[src/rtl/scan_chain_ctrl.sv]
// Scan chain master: shifts a parallel word into a muxed-D scan chain for CHAIN_LEN
// cycles while capturing the chain's serial output into o_rdata.
module scan_chain_ctrl #(
    parameter int CHAIN_LEN = 17,
    parameter int CNT_WIDTH = $clog2(CHAIN_LEN + 1)
) (
    input  logic                 i_sys_clk,
    input  logic                 i_sys_rst,
    input  logic                 i_start,
    input  logic                 i_mode,
    input  logic [CHAIN_LEN-1:0] i_wdata,
    output logic                 o_busy,
    output logic                 o_done,
    output logic [CHAIN_LEN-1:0] o_rdata,
    output logic                 o_scan_en,
    output logic                 o_scan_in,
    input  logic                 i_scan_out
);

    localparam logic [1:0] IDLE  = 2'd0;
    localparam logic [1:0] SHIFT = 2'd1;
    localparam logic [1:0] DONE  = 2'd2;

    localparam logic [CNT_WIDTH-1:0] LAST = CNT_WIDTH'(CHAIN_LEN - 1);

    logic [1:0]           state;
    logic [CNT_WIDTH-1:0] count;
    logic [CHAIN_LEN-1:0] shift_reg;
    logic [CHAIN_LEN-2:0] capture;
    logic [CHAIN_LEN-1:0] capture_next;
    logic [CHAIN_LEN-1:0] rdata;
    logic                 mode;

    // capture only keeps the bits still needed; the oldest bit leaves via capture_next
    assign capture_next = {capture, i_scan_out};

    always_ff @(posedge i_sys_clk or posedge i_sys_rst) begin
        if (i_sys_rst) begin
            state     <= IDLE;
            count     <= '0;
            shift_reg <= '0;
            capture   <= '0;
            rdata     <= '0;
            mode      <= 1'b0;
        end else begin
            case (state)
                IDLE: begin
                    if (i_start) begin
                        mode      <= i_mode;
                        shift_reg <= i_wdata;
                        count     <= '0;
                        state     <= SHIFT;
                    end
                end
                SHIFT: begin
                    capture   <= capture_next[CHAIN_LEN-2:0];
                    shift_reg <= {shift_reg[CHAIN_LEN-2:0], 1'b0};
                    if (count == LAST) begin
                        rdata <= capture_next;
                        state <= DONE;
                    end else begin
                        count <= count + 1'b1;
                    end
                end
                DONE: begin
                    state <= IDLE;
                end
                default: begin
                    state <= IDLE;
                end
            endcase
        end
    end

    // All strobes decode from registered state so scan_en never glitches on i_start
    assign o_scan_en = (state == SHIFT);
    assign o_done    = (state == DONE);
    assign o_busy    = (state == SHIFT) || (state == DONE);
    assign o_rdata   = rdata;
    assign o_scan_in = o_scan_en & (mode ? i_scan_out : shift_reg[CHAIN_LEN-1]);

endmodule

[config.mk]
export PLATFORM = sky130hd
export DESIGN_NAME = scan_chain_ctrl
export DESIGN_NICKNAME = d
export VERILOG_FILES = /design/src/rtl/scan_chain_ctrl.sv
export SDC_FILE = /design/constraint.sdc
export NUM_CORES = 1
export LEC_CHECK = 0
export CELL_PAD_IN_SITES_DETAIL_PLACEMENT = 0
export CELL_PAD_IN_SITES_GLOBAL_PLACEMENT = 1
export CORE_AREA = 5 5 84 86
export DETAILED_ROUTE_END_ITERATION = 6
export DIE_AREA = 0 0 89 91
export PLACE_DENSITY_LB_ADDON = 0.1
export SKIP_LAST_GASP = 1
export SYNTH_ARGS = -nofsm -noshare
export SYNTH_HDL_FRONTEND = slang
export SYNTH_SLANG_ARGS = --single-unit
[constraint.sdc]
create_clock -name i_sys_clk -period 2.3 [get_ports i_sys_clk]
set_input_delay 0.575 -clock i_sys_clk [delete_from_list [all_inputs] [get_ports i_sys_clk]]
set_output_delay 0.575 -clock i_sys_clk [all_outputs]
set_load 0.01 [all_outputs]
==> impl_metrics.toml <==
[pwr]
peakVddDrop_mv = 0.624
pwr-share-seq = 0.414
clockPowerShare = 0.271
p_sw_frac = 0.315
power.leakage_uw = 0.00149
combPwrFrac = 0.315
powerDensity_nw_per_um2 = 1170
p_sw_uw = 1210
p_int_uw = 2630

[hold_path]
hp-start = "shift_reg[14]"
min_to = "shift_reg[14]"
whs_path_depth = 2
min_path_type = "reg -> reg"

[floorplan]
core_area_um2 = 6200
rows = 29
ioPinCount = 43
die_h_um = 91
die_w_um = 89
die_area_um2 = 8100
initial_core_util = 0.408

[synth]
synthTopCellsByArea = "dfrtp_1 (57%), mux2_2 (16%), mux2i_1 (7.1%)"
synth.top_cells.by_count = "dfrtp_1 (58), mux2_2 (35), nand2_1 (23), o21ai_0 (23), mux2i_1 (18)"
synthesis.area_um2 = 2530
ys_seq_area_frac = 0.573
synth_cell_types = 25
synth_compound_area_frac = 0.0632
synth_top_family_by_area = "multiplexers"
synth_top_area_share = 0.573
synth_edf_count = 0
synthArstFlopShare = 1.00
synth-main-ff-cell = "dfrtp_1"
synth_most_common_cell = "dfrtp_1"
synth-seq-cells = 58
synthSimpleGateAreaFrac = 0.0795
muxShareOfSynthArea = 0.227
synth_fa_ha_area_frac = 0.0296
syn_area_per_cell_um2 = 12.5
synth_top_area_cell = "dfrtp_1"
synth_cells = 203
synth_xor_area_frac = 0
synth_warnings = 0
syn_nets = 231

[clock_network]
numCtsBuffers = 9
clk_pin_slew_worst_paths_ns = 0.06
ctsHtreeMaxLevel = 3
cts_tree = "yes"
cts_root_buffer = "clkbuf_8"
cts_num_sinks = 58
insertion_delay_ns = 0.33
hold_buffers = 0
clockBufferDepth = 2

[worst_setup_path]
r2r_slack_ns = 0.39
timing.rr.end = "o_rdata[5]"
cp_data_arrival_time_ns = 1.59
reg2reg_depth = 7
critPathCaptureType = "primary output"
crit_required_ns = 1.73
path_class = "reg -> out"
path_max_fanout = 3
worst_setup_path_start_kind = "flip-flop"
timing.rr.start = "state[1]"

[timing]
clock.fmax_ghz = 0.462
worst_pin_slew_ns = 0.540
relSlewSlack = 0.640
rsz0062_at_grt = "false"
hold_violations = 0
min_period_ns = 2.16
setup_tns_ns = 0
setup_viol = 0
clock_skew_ns = 0.00542
min_period_over_period = 0.940
slew_violations = 0
hold_ws_ns = 0.478

[placed_design]
dp_hpwl_mm = 3.06
portBuffers = 42
gp_congestion = 0.680

[drt]
via_per_inst = 4.87
first_pass_iters = 2
drt_iter0_markers = 52
wire_per_inst_um = 14.0
drcViolationCount = 0
vias = 1636
wl_mm = 4.70
ant_nets = 0

[global_route]
antenna_found_initial = 0
grt_pass1_wl_mm = 8.34
grt.total_usage = 0.134
grt_pass1_vias = 1746
overflow = 0
grt_max_degree = 39

[flow_run]
maxCapViolations = 0

[cells_and_area]
n_antenna_cell = 0
fill_cells = 550
synthToLayoutAreaGrowth_pct = 30.0
final_nets = 282
drive_gt1_frac = 0.239

[outcome]
outcome = "finished clean"
-- layout make-up --
class	count	area [um2]	share of cell area
inverter	6	22.5	0.00684
multi-input combinational	130	1020	0.309
clock inverter	4	75.1	0.0228
clock buffer	12	145	0.0441
timing repair buffer	49	484	0.147
sequential	58	1450	0.441
tap	77	96.3	0.0293
-- repair_timing --
action,CTS,global route
resized for setup,1,0
endpoints found under the setup margin,1,0
setup buffers,0,0
endpoints found under the hold margin,0,0
-- layer usage --
| layer | share of wire | GRT usage | up-vias |
|---|---|---|---|
| met2 | 0.46 | 0.205 | 31 |
| met3 | 0.057 | 0.0624 | 9 |
| met1 | 0.46 | 0.167 | 788 |
| li1 | - | - | 808 |
| met5 | 0 | 0 | - |
| met4 | 0.017 | 0.0484 | 0 |
-- through the flow --
step	cells	setup WS, ns	instance area [um2]	total power (uW)	utilization
6_report	336	0.138	3290	3840	0.531
2_1_floorplan	203	0.297	2530	2480	-
3_3_place_gp	320	-0.123	3070	2830	0.495
3_5_place_dp	320	-0.118	3070	2850	0.495
4_1_cts	336	0.102	3290	3920	0.531
5_1_grt	336	0.0354	3290	4150	0.531
-- critical path: stages, from the launching register on --
cell and delay, ns:
dfrtp_1 0.40, inv_1 0.11, ha_2 0.21, clkdlybuf4s50_1 0.55
-- kinds of logic after synthesis --
group | Yosys count
AO/OA/AOI/OAI | 31
flip-flops | 58
adder cells (fa/ha/maj) | 6
multiplexers | 53
buffers and inverters | 15
AND/OR/NAND/NOR | 40
-- worst max path at each step --
stage               slack, ns  startpoint          to  depth (start not counted)
floorplan                0.30   i_sys_rst  capture[0]                          1
global placement        -0.12  i_scan_out   o_scan_in                          4
detailed placement      -0.12  i_scan_out   o_scan_in                          4
CTS                      0.10    state[1]   o_scan_en                          3
global route             0.04    state[1]      o_busy                          3
finish                   0.14    state[1]   o_scan_en                          3
-- power groups by stage --
stage,clock network (uW),logic (uW),registers (uW)
final,1040,1210,1590
after detailed placement,0,1240,1610
after global placement,0,1230,1600
after global routing,1140,1370,1640
after floorplan,0,938,1540
after CTS,1080,1240,1590
-- placed cells by master (no fill, tap or decap), types with 2 or more instances in the layout --
cell type and instances:
mux2_2 35, clkdlybuf4s50_1 41, nand3_1 3, nor3_1 2, nor2b_1 2, clkbuf_1 2, nand2b_1 2, mux2i_1 18
nand2_1 23, clkinvlp_4 2, inv_1 4, o21ai_0 23, buf_4 6, ha_1 5, a31oi_1 2, a21oi_1 4
clkbuf_8 10, bufinv_16 2, dfrtp_1 58, inv_2 2, nor2_1 4
Note: power is estimated with default switching activity, not from simulation.
